<file path="src/rtl/alu_issue.sv">
// -----------------------------------------------------------------------------
// alu_issue : RV32I decode-and-issue stage in front of the ALU.
//
// Takes one instruction per cycle together with its PC and register-file read
// data, decodes ALU control code, operand selection and immediate, and holds
// the result in a registered bundle offered to execute on a valid/ready
// handshake. Latency is one cycle; accept and issue can share an edge.
//
// Build option:
//   ALU_ISSUE_SKID_EN  defined   -> one extra skid entry; in_ready is a flop
//                                   output meaning "skid entry empty".
//                      undefined -> single entry; in_ready = !out_valid | out_ready.
//
// Ports:
//   clk, rst_n                 clock, asynchronous active-low reset
//   in_valid / in_ready        upstream handshake
//   in_inst, in_pc             instruction word and its PC
//   in_rs1, in_rs2             register read data
//   flush                      synchronous kill of every held entry
//   out_valid / out_ready      downstream handshake
//   out_a, out_b, out_ctr      ALU operands and control code
//   out_imm                    sign-extended immediate (branch/jump targets)
//   out_rd, out_wen            destination register and write enable
//   out_br, out_f3             conditional-branch flag and funct3
//   out_illegal                unrecognised opcode
// -----------------------------------------------------------------------------
module alu_issue #(
  parameter int XLEN = 32
) (
  input  logic            clk,
  input  logic            rst_n,
  input  logic            in_valid,
  output logic            in_ready,
  input  logic [31:0]     in_inst,
  input  logic [XLEN-1:0] in_pc,
  input  logic [XLEN-1:0] in_rs1,
  input  logic [XLEN-1:0] in_rs2,
  input  logic            flush,
  output logic            out_valid,
  input  logic            out_ready,
  output logic [XLEN-1:0] out_a,
  output logic [XLEN-1:0] out_b,
  output logic [3:0]      out_ctr,
  output logic [XLEN-1:0] out_imm,
  output logic [4:0]      out_rd,
  output logic            out_wen,
  output logic            out_br,
  output logic [2:0]      out_f3,
  output logic            out_illegal
);

  localparam logic [6:0] OPC_OP     = 7'b0110011;
  localparam logic [6:0] OPC_OPIMM  = 7'b0010011;
  localparam logic [6:0] OPC_LUI    = 7'b0110111;
  localparam logic [6:0] OPC_AUIPC  = 7'b0010111;
  localparam logic [6:0] OPC_JAL    = 7'b1101111;
  localparam logic [6:0] OPC_JALR   = 7'b1100111;
  localparam logic [6:0] OPC_LOAD   = 7'b0000011;
  localparam logic [6:0] OPC_STORE  = 7'b0100011;
  localparam logic [6:0] OPC_BRANCH = 7'b1100011;

  localparam logic [3:0] CTR_ADD  = 4'b0000;
  localparam logic [3:0] CTR_SUB  = 4'b1000;
  localparam logic [3:0] CTR_SLL  = 4'b0001;
  localparam logic [3:0] CTR_SRL  = 4'b0101;
  localparam logic [3:0] CTR_SRA  = 4'b1101;
  localparam logic [3:0] CTR_SLTU = 4'b0010;
  localparam logic [3:0] CTR_SLT  = 4'b1010;
  localparam logic [3:0] CTR_PASS = 4'b0011;
  localparam logic [3:0] CTR_XOR  = 4'b0100;
  localparam logic [3:0] CTR_OR   = 4'b0110;
  localparam logic [3:0] CTR_AND  = 4'b0111;

  typedef struct packed {
    logic [XLEN-1:0] a;
    logic [XLEN-1:0] b;
    logic [3:0]      ctr;
    logic [XLEN-1:0] imm;
    logic [4:0]      rd;
    logic            wen;
    logic            br;
    logic [2:0]      f3;
    logic            illegal;
  } bundle_t;

  // ALU code for OP / OP-IMM. The alternate bit only turns add into sub for
  // the register form; for both forms it turns srl into sra.
  function automatic logic [3:0] arith_ctr(input logic [2:0] f3,
                                           input logic       alt,
                                           input logic       is_reg);
    logic [3:0] c;
    case (f3)
      3'b000:  c = (alt & is_reg) ? CTR_SUB : CTR_ADD;
      3'b001:  c = CTR_SLL;
      3'b010:  c = CTR_SLT;
      3'b011:  c = CTR_SLTU;
      3'b100:  c = CTR_XOR;
      3'b101:  c = alt ? CTR_SRA : CTR_SRL;
      3'b110:  c = CTR_OR;
      3'b111:  c = CTR_AND;
      default: c = CTR_ADD;
    endcase
    return c;
  endfunction

  logic [6:0]      opcode;
  logic [2:0]      funct3;
  logic [4:0]      rd;
  logic            rd_nz;
  logic [XLEN-1:0] imm_i;
  logic [XLEN-1:0] imm_s;
  logic [XLEN-1:0] imm_b;
  logic [XLEN-1:0] imm_u;
  logic [XLEN-1:0] imm_j;
  bundle_t         dec;

  assign opcode = in_inst[6:0];
  assign funct3 = in_inst[14:12];
  assign rd     = in_inst[11:7];
  assign rd_nz  = (rd != 5'd0);
  assign imm_i  = {{20{in_inst[31]}}, in_inst[31:20]};
  assign imm_s  = {{20{in_inst[31]}}, in_inst[31:25], in_inst[11:7]};
  assign imm_b  = {{19{in_inst[31]}}, in_inst[31], in_inst[7], in_inst[30:25], in_inst[11:8], 1'b0};
  assign imm_u  = {in_inst[31:12], 12'h000};
  assign imm_j  = {{11{in_inst[31]}}, in_inst[31], in_inst[19:12], in_inst[20], in_inst[30:21], 1'b0};

  // Instruction decode into an operand bundle.
  always_comb begin
    dec         = '0;
    dec.a       = in_rs1;
    dec.b       = in_rs2;
    dec.ctr     = CTR_ADD;
    dec.rd      = rd;
    dec.f3      = funct3;
    case (opcode)
      OPC_OP: begin
        dec.ctr = arith_ctr(funct3, in_inst[30], 1'b1);
        dec.wen = rd_nz;
      end
      OPC_OPIMM: begin
        dec.b   = imm_i;
        dec.imm = imm_i;
        dec.ctr = arith_ctr(funct3, in_inst[30], 1'b0);
        dec.wen = rd_nz;
      end
      OPC_LUI: begin
        dec.a   = '0;
        dec.b   = imm_u;
        dec.imm = imm_u;
        dec.ctr = CTR_PASS;
        dec.wen = rd_nz;
      end
      OPC_AUIPC: begin
        dec.a   = in_pc;
        dec.b   = imm_u;
        dec.imm = imm_u;
        dec.wen = rd_nz;
      end
      OPC_JAL: begin
        // ALU computes the link value pc + 4.
        dec.a   = in_pc;
        dec.b   = 32'd4;
        dec.imm = imm_j;
        dec.wen = rd_nz;
      end
      OPC_JALR: begin
        dec.a   = in_pc;
        dec.b   = 32'd4;
        dec.imm = imm_i;
        dec.wen = rd_nz;
      end
      OPC_LOAD: begin
        dec.b   = imm_i;
        dec.imm = imm_i;
        dec.wen = rd_nz;
      end
      OPC_STORE: begin
        dec.b   = imm_s;
        dec.imm = imm_s;
      end
      OPC_BRANCH: begin
        // Equality tests use sub (ALU Zero), ordered tests use the compares.
        dec.br  = 1'b1;
        dec.imm = imm_b;
        case (funct3[2:1])
          2'b10:   dec.ctr = CTR_SLT;
          2'b11:   dec.ctr = CTR_SLTU;
          default: dec.ctr = CTR_SUB;
        endcase
      end
      default: begin
        dec.illegal = 1'b1;
      end
    endcase
  end

  logic    accept;
  bundle_t out_q, out_d;
  logic    out_valid_q, out_valid_d;

  assign accept = in_valid & in_ready;

`ifdef ALU_ISSUE_SKID_EN
  bundle_t skid_q, skid_d;
  logic    skid_valid_q, skid_valid_d;

  assign in_ready = ~skid_valid_q;

  // Output/skid next state: a free output slot takes the skid entry first so
  // ordering is kept; a stalled output parks the new bundle in the skid.
  always_comb begin
    out_d        = out_q;
    out_valid_d  = out_valid_q;
    skid_d       = skid_q;
    skid_valid_d = skid_valid_q;
    if (flush) begin
      out_valid_d  = 1'b0;
      skid_valid_d = 1'b0;
    end else if (~out_valid_q | out_ready) begin
      if (skid_valid_q) begin
        out_d        = skid_q;
        out_valid_d  = 1'b1;
        skid_valid_d = 1'b0;
      end else if (accept) begin
        out_d       = dec;
        out_valid_d = 1'b1;
      end else begin
        out_valid_d = 1'b0;
      end
    end else if (accept) begin
      skid_d       = dec;
      skid_valid_d = 1'b1;
    end else begin
      skid_valid_d = skid_valid_q;
    end
  end

  // Skid entry registers.
  always_ff @(posedge clk or negedge rst_n) begin
    if (!rst_n) begin
      skid_q       <= '0;
      skid_valid_q <= 1'b0;
    end else begin
      skid_q       <= skid_d;
      skid_valid_q <= skid_valid_d;
    end
  end
`else
  assign in_ready = ~out_valid_q | out_ready;

  // Single-entry next state: load on accept, empty on drain, hold on stall.
  always_comb begin
    out_d       = out_q;
    out_valid_d = out_valid_q;
    if (flush) begin
      out_valid_d = 1'b0;
    end else if (accept) begin
      out_d       = dec;
      out_valid_d = 1'b1;
    end else if (out_ready) begin
      out_valid_d = 1'b0;
    end else begin
      out_valid_d = out_valid_q;
    end
  end
`endif

  // Output bundle registers.
  always_ff @(posedge clk or negedge rst_n) begin
    if (!rst_n) begin
      out_q       <= '0;
      out_valid_q <= 1'b0;
    end else begin
      out_q       <= out_d;
      out_valid_q <= out_valid_d;
    end
  end

  assign out_valid   = out_valid_q;
  assign out_a       = out_q.a;
  assign out_b       = out_q.b;
  assign out_ctr     = out_q.ctr;
  assign out_imm     = out_q.imm;
  assign out_rd      = out_q.rd;
  assign out_wen     = out_q.wen;
  assign out_br      = out_q.br;
  assign out_f3      = out_q.f3;
  assign out_illegal = out_q.illegal;

endmodule

</file>
<file path="config.mk">
export PLATFORM = sky130hd
export DESIGN_NAME = alu_issue
export DESIGN_NICKNAME = d
export VERILOG_FILES = /design/src/rtl/alu_issue.sv
export SDC_FILE = /design/constraint.sdc
export NUM_CORES = 1
export LEC_CHECK = 0
export CAP_MARGIN = 10
export CORE_UTILIZATION = 25
export CTS_BUF_LIST = sky130_fd_sc_hd__clkbuf_8 sky130_fd_sc_hd__clkbuf_16
export DETAILED_ROUTE_END_ITERATION = 10
export PLACE_DENSITY = 0.55
export SLEW_MARGIN = 20
export SYNTH_ARGS = -nofsm -noshare
export SYNTH_HDL_FRONTEND = slang
export SYNTH_SLANG_ARGS = --single-unit
</file>
<file path="constraint.sdc">
create_clock -name clk -period 1.35 [get_ports clk]
set_input_delay 0.405 -clock clk [delete_from_list [all_inputs] [get_ports clk]]
set_output_delay 0.405 -clock clk [all_outputs]
set_load 0.005 [all_outputs]
</file>
==> results of run 1 <==
==> power by group <==
part | total [W] | internal [W] | leakage [nW] | switching, W
Clock | 0.00303 | 0.00169 | 0.157 | 0.00134
Sequential | 0.00409 | 0.00380 | 1.36 | 0.000283
Combinational | 0.00280 | 0.00165 | 2.96 | 0.00115
==> cells in the mapped netlist (all sizes together) (2+ instances only) <==
library cell | n | share of area
clkbuf | 16 | 0.011
nand2b | 4 | 0.0047
inv | 13 | 0.0092
a21boi | 2 | 0.0028
a31oi | 10 | 0.012
a221oi | 2 | 0.0033
dfrtp | 112 | 0.53
o211ai | 9 | 0.014
o32a | 9 | 0.017
nand4b | 2 | 0.0033
nor3 | 2 | 0.0040
nor2b | 3 | 0.0035
o21a | 9 | 0.013
a211oi | 3 | 0.0066
a22o | 17 | 0.028
and4b | 2 | 0.0038
a221o | 32 | 0.060
and3 | 11 | 0.013
o21ai | 10 | 0.0094
and2 | 36 | 0.043
a32oi | 5 | 0.0082
and3b | 2 | 0.0040
a32o | 2 | 0.0038
nand2 | 40 | 0.030
a41oi | 11 | 0.018
a21o | 5 | 0.0070
nor2 | 50 | 0.035
nand3 | 27 | 0.025
a21oi | 22 | 0.021
buf | 24 | 0.032
==> layer usage <==
layer	vias up	part of all wire	global-route usage	wire (um)
met5	-	0	0	0
met4	0	0.020	0.0701	473
met3	29	0.055	0.0396	1280
met2	182	0.50	0.340	11700
met1	2813	0.42	0.266	9770
li1	2626	-	-	-
==> worst min path at each step <==
| stage | from | slack, ns | depth (start not counted) | endpoint |
|---|---|---|---|---|
| finish | flush | 0.34 | 2 | out_valid |
| CTS | flush | 0.33 | 2 | out_valid |
| floorplan | rst_n | 0.11 | 0 | out_a[0] |
| global route | flush | 0.34 | 2 | out_valid |
| global placement | rst_n | 0.32 | 1 | out_a[2] |
| detailed placement | rst_n | 0.32 | 1 | out_a[4] |
==> logic make-up after synthesis <==
| group | share of synthesized area |
|---|---|
| AND/OR/NAND/NOR | 0.184 |
| buffers and inverters | 0.0526 |
| AO/OA/AOI/OAI | 0.233 |
| multiplexers | 0.00399 |
| flip-flops | 0.526 |
==> layout make-up <==
type                    instances  area share
clock buffers                  10      0.0239
repair buffers                391       0.368
inverters                      13     0.00487
well taps                     275      0.0343
diodes                          2    0.000500
flip-flops and latches        112       0.280
clock inverters                 6     0.00912
multi-input cells             345       0.280
==> worst max-delay path: cells and delay by family (launching register included) <==
kind / cells / cell delay (ns)
buffers and inverters: 4 / 0.61
flip-flops: 1 / 0.39
AND/OR/NAND/NOR: 3 / 0.31
AO/OA/AOI/OAI: 1 / 0.23
==> sequential cells by signal, indices dropped and copies added, names as in the netlist <==
name and cells:
out_a 32, out_b 32, out_imm 32, out_rd 5, out_ctr 4, out_f3 3
out_br 1, out_illegal 1, out_valid 1, out_wen 1
==> through the flow <==
step | total power (W) | worst slack [ns] | util
final | 0.00992 | -0.301 | 0.478
after global routing | 0.0104 | -0.347 | 0.478
after CTS | 0.00981 | -0.204 | 0.466
after detailed placement | 0.00682 | -0.935 | 0.423
after global placement | 0.00677 | -0.926 | 0.423
after floorplan | 0.00497 | -0.234 | -
==> what timing repair did <==
action,CTS,global route
hold buffers,1,0
cloned,12,5
hold endpoints to repair,15,0
resized for setup,319,156
setup endpoints to repair,224,192
pin swaps,23,4
setup buffers,42,4
==> impl_metrics.env, run 1 <==
export IMPL_setup_ws_ns=-0.301
export IMPL_period_minus_slack_ns=1.65
export IMPL_cts_max_path_buffers=2
export IMPL_syn_cell_area_um2=5330
export IMPL_rr_startpoint="out_valid"
export IMPL_cts_buffers=9
export IMPL_hold_ws_ns=0.342
export IMPL_cts_tree="built"
export IMPL_multi_input_area_um2=2810
export IMPL_hold_viol=0
export IMPL_synth_fp_nets=641
export IMPL_status="finished, violations left"
export IMPL_layout_common_cells="clkdlybuf4s50_1 (120), dfrtp_1 (112), buf_4 (92)"
export IMPL_nets=1005
export IMPL_synth_seq_cells=112
export IMPL_io_pins=246
export IMPL_regArea_um2=2800
export IMPL_ys_warn_count=0
export IMPL_tightestPinTransition_ns=0.383
export IMPL_dp_hpwl_um=15800
export IMPL_yosysSeqAreaShare=0.526
export IMPL_hp_class="primary input to flop"
export IMPL_drc=0
export IMPL_worstSetupPathType="flop to flop"
export IMPL_async_flop_share=1.00
export IMPL_core_area_um2=21000
export IMPL_layout_drive_gt1_share=0.397
export IMPL_postRouteAntennaNets=0
export IMPL_endpoint="out_b[28]"
export IMPL_dieWidth_um=148
export IMPL_end_kind="flop"
export IMPL_worst_r2r_path_depth=8
export IMPL_cts_sinks=112
export IMPL_tns_ns=-15.69
export IMPL_layout_commonest_cell="clkdlybuf4s50_1"
export IMPL_cap_violations=0
export IMPL_fin_skew_ns=0.00433
export IMPL_power_leakage_nw=4.48
export IMPL_dpl_cell_area_um2=8860
export IMPL_crit_fanout=8
export IMPL_yosysUniqueCellTypes=56
export IMPL_start_kind="flop"
export IMPL_num_vias=5650
export IMPL_grt_pass1_wl_um=34300
export IMPL_htreeDepth=3
export IMPL_portBuffers=245
export IMPL_place_congestion=0.797
export IMPL_crit_chain="nor2b_4, buf_12, nor2_4, buf_12, buf_12, buf_12, nor2_1, a41oi_1"
export IMPL_synthCells=508
export IMPL_grt_pass1_vias=6009
export IMPL_slew_violations=0
export IMPL_period_share=1.22
export IMPL_n_fill_cell=1978
export IMPL_grt_max_degree=33
export IMPL_gr_total_overflow=0
export IMPL_crit_path_frequent_cell="buf_12"
export IMPL_grt_use_total=0.205
export IMPL_worstPathRequired_ns=1.60
export IMPL_synth_edf_count=0
export IMPL_cts_root_buf="clkbuf_16"
export IMPL_powerDensity_nw_per_um2=990
export IMPL_setup_viol=144
export IMPL_dr_pass1_iters=5
export IMPL_cp_arrival_ns=1.90
export IMPL_wirelength_um=23300
export IMPL_die_y_um=148
export IMPL_antenna_found_initial=2
export IMPL_cpPeakStageDelay_ns=0.39
export IMPL_slowest_stage="dfrtp_1"
export IMPL_cts_reportedPaths_clkPinSlew_ns=0.08
export IMPL_vias_per_cell=4.90
export IMPL_drt_iter0_drc=294
export IMPL_ir_drop_v=0.000663
export IMPL_final_cell_area_um2=10000
export IMPL_wl_per_cell_um=20.2
export IMPL_r2r_slack_ns=-0.30
export IMPL_synth_top_flop_cell="dfrtp_1"
export IMPL_syn2layout_area_growth_pct=87.9
export IMPL_placedCellCount=1076
export IMPL_avgSynthCellArea_um2=10.5
export IMPL_stdcell_count=1154
export IMPL_reg2reg_to="out_b[28]"
export IMPL_max_freq_mhz=606
export IMPL_violations="negative setup slack"
export IMPL_start_util=0.254
export IMPL_rsz0062_at_grt="true"
export IMPL_row_count=53
export IMPL_slew_headroom=0.743
export IMPL_cp_startpoint="out_valid"
export IMPL_clk_latency_ns=0.35
export IMPL_die_area_um2=21900
No activity file was read; power rests on OpenSTA's default activity.
==> inputs of run 2 (changes only) <==
--- a/config.mk
+++ b/config.mk
@@ -9,7 +9,9 @@
 export CORE_UTILIZATION = 25
 export CTS_BUF_LIST = sky130_fd_sc_hd__clkbuf_8 sky130_fd_sc_hd__clkbuf_16
 export DETAILED_ROUTE_END_ITERATION = 10
-export PLACE_DENSITY = 0.55
+export DONT_BUFFER_PORTS = 1
+export GPL_TIMING_DRIVEN = 0
+export PLACE_DENSITY = 0.4
 export SLEW_MARGIN = 20
 export SYNTH_ARGS = -nofsm -noshare
 export SYNTH_HDL_FRONTEND = slang
==> run 2 against run 1 <==
The run ends with negative hold slack, negative setup slack left. Design area fell by 30%. Sequential power rose by 3%. Maximum frequency rose by 3.3%. Highest routed layer unchanged.
==> impl_metrics.env, run 2 (same netlist as run 1, synthesis figures left out) <==
export IMPL_violations="negative hold slack, negative setup slack"
export IMPL_tightestPinTransition_ns=0.483
export IMPL_cts_root_buf="clkbuf_16"
export IMPL_drt_iter0_drc=190
export IMPL_rsz0062_at_grt="true"
export IMPL_grt_max_degree=113
export IMPL_portBuffers=0
export IMPL_htreeDepth=3
export IMPL_place_congestion=0.772
export IMPL_gr_total_overflow=0
export IMPL_final_cell_area_um2=6990
export IMPL_grt_use_total=0.190
export IMPL_layout_drive_gt1_share=0.282
export IMPL_start_util=0.254
export IMPL_swShare=0.286
export IMPL_postRouteAntennaNets=0
export IMPL_dpl_cell_area_um2=5940
export IMPL_powerDensity_nw_per_um2=1200
export IMPL_worstSetupPathType="flop to flop"
export IMPL_fin_skew_ns=0.00876
export IMPL_grt_pass1_wl_um=30700
export IMPL_ir_drop_v=0.000511
export IMPL_setup_ws_ns=-0.248
export IMPL_pwr_share_seq=0.501
export IMPL_cts_sinks=112
export IMPL_drc=0
export IMPL_die_area_um2=21900
export IMPL_layout_common_cells="dfrtp_1 (112), nor2_1 (45), nand2_1 (32), a221o_1 (32), and2_1 (31)"
export IMPL_dieWidth_um=148
export IMPL_setup_viol=112
export IMPL_slew_headroom=0.678
export IMPL_wl_per_cell_um=25.3
export IMPL_hold_ws_ns=-0.270
export IMPL_core_area_um2=21000
export IMPL_antenna_found_initial=0
export IMPL_die_y_um=148
export IMPL_power_net_switching_w=0.00240
export IMPL_cts_tree="built"
export IMPL_clk_latency_ns=0.36
export IMPL_slew_violations=0
export IMPL_start_kind="flop"
export IMPL_wirelength_um=20900
export IMPL_end_kind="flop"
export IMPL_power_internal_w=0.00601
export IMPL_hp_class="primary input to async pin"
export IMPL_hold_viol=112
export IMPL_crit_fanout=10
export IMPL_max_freq_mhz=626
export IMPL_syn2layout_area_growth_pct=31.0
export IMPL_io_pins=246
export IMPL_cap_violations=0
export IMPL_cp_arrival_ns=1.84
export IMPL_power_leakage_nw=2.94
export IMPL_cts_max_path_buffers=2
export IMPL_comb_power_share=0.155
export IMPL_vias_per_cell=5.34
export IMPL_dr_pass1_iters=4
export IMPL_layout_commonest_cell="dfrtp_1"
export IMPL_cts_buffers=9
export IMPL_row_count=53
export IMPL_period_minus_slack_ns=1.60
export IMPL_cts_reportedPaths_clkPinSlew_ns=0.08
export IMPL_nets=678
export IMPL_diodes=0
export IMPL_worstPathRequired_ns=1.59
export IMPL_status="finished, violations left"
export IMPL_num_vias=4404
export IMPL_dp_hpwl_um=14800
export IMPL_period_share=1.18
export IMPL_pwr_share_clk=0.344
export IMPL_grt_pass1_vias=4729
## run 2: cell type report
cell class	instances	area, um2
Buffer	40	582
Clock inverter	7	87.6
Timing Repair Buffer	26	317
Clock buffer	9	225
Tap cell	275	344
Sequential cell	112	2800
Fill cell	2130	14000
Inverter	13	48.8
Multi-Input combinational cell	343	2580
## run 2: path summary, 6_finish.rpt
path,start,endpoint,slack (ns),depth (start not counted)
setup reg to reg,out_valid,out_a[3],-0.25,8
hold / removal,rst_n,out_a[15],-0.27,0
min in group clk,flush,out_valid,0.10,1
max in group asynchronous,rst_n,out_imm[4],1.46,0
setup / recovery,out_valid,out_a[3],-0.25,8
hold reg to reg,out_rd[0],out_rd[0],0.52,2
## run 2: layer usage
| metal | GRT usage | routed length (um) |
|---|---|---|
| met1 | 0.238 | 8580 |
| met3 | 0.0617 | 1730 |
| met4 | 0.0536 | 246 |
| met5 | 0 | 0 |
| met2 | 0.313 | 10300 |
## run 2: power by group through the flow
stage | combinational [W] | sequential, W | clock (W)
3_5_place_dp | 0.00103 | 0.00428 | 0
6_report | 0.00130 | 0.00421 | 0.00290
4_1_cts | 0.00129 | 0.00422 | 0.00298
5_1_grt | 0.00142 | 0.00427 | 0.00311
2_1_floorplan | 0.000845 | 0.00413 | 0
3_3_place_gp | 0.00101 | 0.00428 | 0
## run 2: critical path, stage by stage (launching register included)
cell and delay [ns]:
dfrtp_1 0.38, nor2b_4 0.18, inv_2 0.07, nand2b_4 0.07, buf_12 0.14, nor3_4 0.05, buf_12 0.13, buf_8 0.13
a221o_1 0.32
## run 2: stage by stage
stage / instances / total power, W / util / setup TNS (ns) / worst slack, ns
global placement: 783 / 0.00529 / 0.284 / -52.72 / -0.654
global route: 825 / 0.00879 / 0.333 / -25.35 / -0.315
floorplan: 508 / 0.00497 / - / -12.30 / -0.234
CTS: 824 / 0.00849 / 0.331 / -20.65 / -0.257
detailed placement: 783 / 0.00532 / 0.284 / -51.28 / -0.628
finish: 825 / 0.00841 / 0.333 / -19.00 / -0.248
## run 2: repair_timing
action,in CTS,in global routing
hold endpoints to repair,112,112
pin swaps,14,9
buffers inserted,18,1
gates cloned,7,0
resized for setup,83,15
setup endpoints to repair,112,112
==> inputs of run 3 (changes only) <==
--- a/config.mk
+++ b/config.mk
@@ -11,7 +11,7 @@
 export DETAILED_ROUTE_END_ITERATION = 10
 export DONT_BUFFER_PORTS = 1
 export GPL_TIMING_DRIVEN = 0
-export PLACE_DENSITY = 0.4
+export PLACE_DENSITY = 0.38
 export SLEW_MARGIN = 20
 export SYNTH_ARGS = -nofsm -noshare
 export SYNTH_HDL_FRONTEND = slang
==> constraint.sdc (replaced) <==
create_clock -name clk -period 1.5 [get_ports clk]
set_input_delay 0.45 -clock clk [delete_from_list [all_inputs] [get_ports clk]]
set_output_delay 0.45 -clock clk [all_outputs]
set_load 0.005 [all_outputs]
==> run 3 against run 2 <==
The flow still finishes with violations (negative hold slack, negative setup slack). Worst setup slack better by 0.12 ns. Critical path depth unchanged. Sequential power down 10%. Power down 13%. Count of clock-buffer cells in the layout up 1. Utilization down 2.9 points. Cell count down 2.4%. Clock skew up 0.0056 ns. Critical endpoint is now out_a[29]. Largest power group unchanged.
==> impl_metrics.env, run 3 (same netlist as run 1, synthesis figures left out) <==
export IMPL_multi_input_area_um2=2390
export IMPL_gr_total_overflow=0
export IMPL_start_kind="flop"
export IMPL_cts_reportedPaths_clkPinSlew_ns=0.07
export IMPL_hold_viol=112
export IMPL_setup_ws_ns=-0.131
export IMPL_end_kind="flop"
export IMPL_ir_drop_v=0.000505
export IMPL_final_cell_area_um2=6380
export IMPL_pwr_share_clk=0.348
export IMPL_layout_commonest_cell="dfrtp_1"
export IMPL_start_util=0.254
export IMPL_rr_startpoint="out_valid"
export IMPL_cp_startpoint="out_valid"
export IMPL_die_y_um=148
export IMPL_power_leakage_nw=2.71
export IMPL_cp_depth=8
export IMPL_grt_use_total=0.177
export IMPL_layout_drive_gt1_share=0.181
export IMPL_swShare=0.277
export IMPL_comb_power_share=0.134
export IMPL_cpPeakStageDelay_ns=0.38
export IMPL_io_pins=246
export IMPL_endpoint="out_a[29]"
export IMPL_hold_ws_ns=-0.208
export IMPL_num_vias=4368
export IMPL_power_net_switching_w=0.00203
export IMPL_violations="negative hold slack, negative setup slack"
export IMPL_slew_headroom=0.628
export IMPL_regArea_um2=2800
export IMPL_n_fill_cell=2189
export IMPL_row_count=53
export IMPL_crit_path_frequent_cell="buf_12"
export IMPL_dpl_cell_area_um2=5810
export IMPL_slew_violations=0
export IMPL_cp_arrival_ns=1.86
export IMPL_pwr_share_seq=0.518
export IMPL_crit_chain="nor2b_4, inv_2, nand2b_4, buf_12, nor3_4, buf_12, buf_12, a221o_1"
export IMPL_cts_buffers=9
export IMPL_wl_per_cell_um=24.7
export IMPL_worstPathRequired_ns=1.73
export IMPL_portBuffers=0
export IMPL_syn2layout_area_growth_pct=19.7
export IMPL_utilization=0.305
export IMPL_htreeDepth=3
export IMPL_vias_per_cell=5.43
export IMPL_cts_root_buf="clkbuf_16"
export IMPL_worst_path_buf_inv=4
export IMPL_cts_tree="built"
export IMPL_r2r_slack_ns=-0.13
export IMPL_period_minus_slack_ns=1.63
export IMPL_hp_class="primary input to async pin"
export IMPL_grt_pass1_vias=4460
export IMPL_cts_sinks=112
export IMPL_fin_skew_ns=0.0143
export IMPL_grt_max_degree=113
export IMPL_layout_common_cells="dfrtp_1 (112), nor2_1 (48), nand2_1 (38)"
export IMPL_power_w=0.00731
export IMPL_dieWidth_um=148
export IMPL_worst_r2r_path_depth=8
export IMPL_cap_violations=0
export IMPL_die_area_um2=21900
export IMPL_nets=659
export IMPL_crit_fanout=10
export IMPL_diodes=0
export IMPL_place_ws_ns=-0.563
export IMPL_critPathTopFamily="buffers and inverters"
export IMPL_postRouteAntennaNets=0
export IMPL_drt_iter0_drc=142
export IMPL_place_congestion=0.771
export IMPL_core_area_um2=21000
export IMPL_wirelength_um=19900
export IMPL_power_internal_w=0.00529
export IMPL_tightestPinTransition_ns=0.558
export IMPL_slowest_stage="dfrtp_1"
export IMPL_dr_pass1_iters=5
export IMPL_rsz0062_at_grt="true"
export IMPL_powerDensity_nw_per_um2=1150
export IMPL_reg2reg_to="out_a[29]"
export IMPL_setup_viol=44
export IMPL_clk_latency_ns=0.36
export IMPL_drc=0
export IMPL_max_freq_mhz=613
export IMPL_period_share=1.09
export IMPL_antenna_found_initial=1
export IMPL_status="finished, violations left"
export IMPL_grt_pass1_wl_um=28600
export IMPL_cts_max_path_buffers=2
export IMPL_worstSetupPathType="flop to flop"
export IMPL_dp_hpwl_um=14800
==> run 3: cell count changes in the layout (fill, tap and decap cells not counted), moves of 4 or more <==
cell / change
a21oi_2: -4
a41oi_1: +10
a41oi_2: -10
buf_4: -7
buf_8: -5
clkbuf_1: +4
clkbuf_16: -8
nand2_1: +6
nand2_2: -5
o21ai_0: +6
o21ai_2: -4
==> run 3: power groups by stage <==
stage | clock, W | sequential [W] | combinational [W]
2_1_floorplan | 0 | 0.00371 | 0.000713
3_3_place_gp | 0 | 0.00385 | 0.000873
3_5_place_dp | 0 | 0.00385 | 0.000897
4_1_cts | 0.00264 | 0.00379 | 0.000978
5_1_grt | 0.00273 | 0.00384 | 0.00108
6_report | 0.00255 | 0.00379 | 0.000982
==> run 3: metal layers <==
layer  vias to the layer above  routed length, um  global-route usage
li1                       1924                  -                   -
met1                      2187               7840               0.206
met4                         2                278              0.0562
met3                        23               2130              0.0730
met2                       232               9610               0.296
met5                         -                 13                   0
==> run 3: worst min path at each step <==
stage | from | to | slack (ns) | cells past startpoint
2_1_floorplan | rst_n | out_a[0] | 0.15 | 0
3_3_place_gp | rst_n | out_a[8] | 0.16 | 0
3_5_place_dp | rst_n | out_a[7] | 0.16 | 0
4_1_cts | rst_n | out_imm[19] | -0.23 | 0
5_1_grt | rst_n | out_a[7] | -0.23 | 0
6_report | rst_n | out_a[7] | -0.21 | 0
==> run 3: layout make-up <==
class | count | area share
inverter | 13 | 0.00764
clock inverter | 5 | 0.0104
tap | 275 | 0.0539
timing repair buffer | 7 | 0.0120
buffer | 40 | 0.0653
clock buffer | 10 | 0.0374
sequential | 112 | 0.439
multi-input combinational | 343 | 0.374
==> run 3: metrics by stage <==
step / TNS [ns] / cells
floorplan: -4.29 / 508
global placement: -42.15 / 783
detailed placement: -44.47 / 783
CTS: -3.69 / 805
global route: -8.10 / 805
finish: -3.69 / 805
==> run 3: repair_timing <==
item                       in CTS  in global routing
setup endpoints to repair     112                102
gates cloned                    1                  0
pin swaps                       7                  8
gates resized for setup        45                 14
hold endpoints to repair      112                112
setup buffers                   6                  1
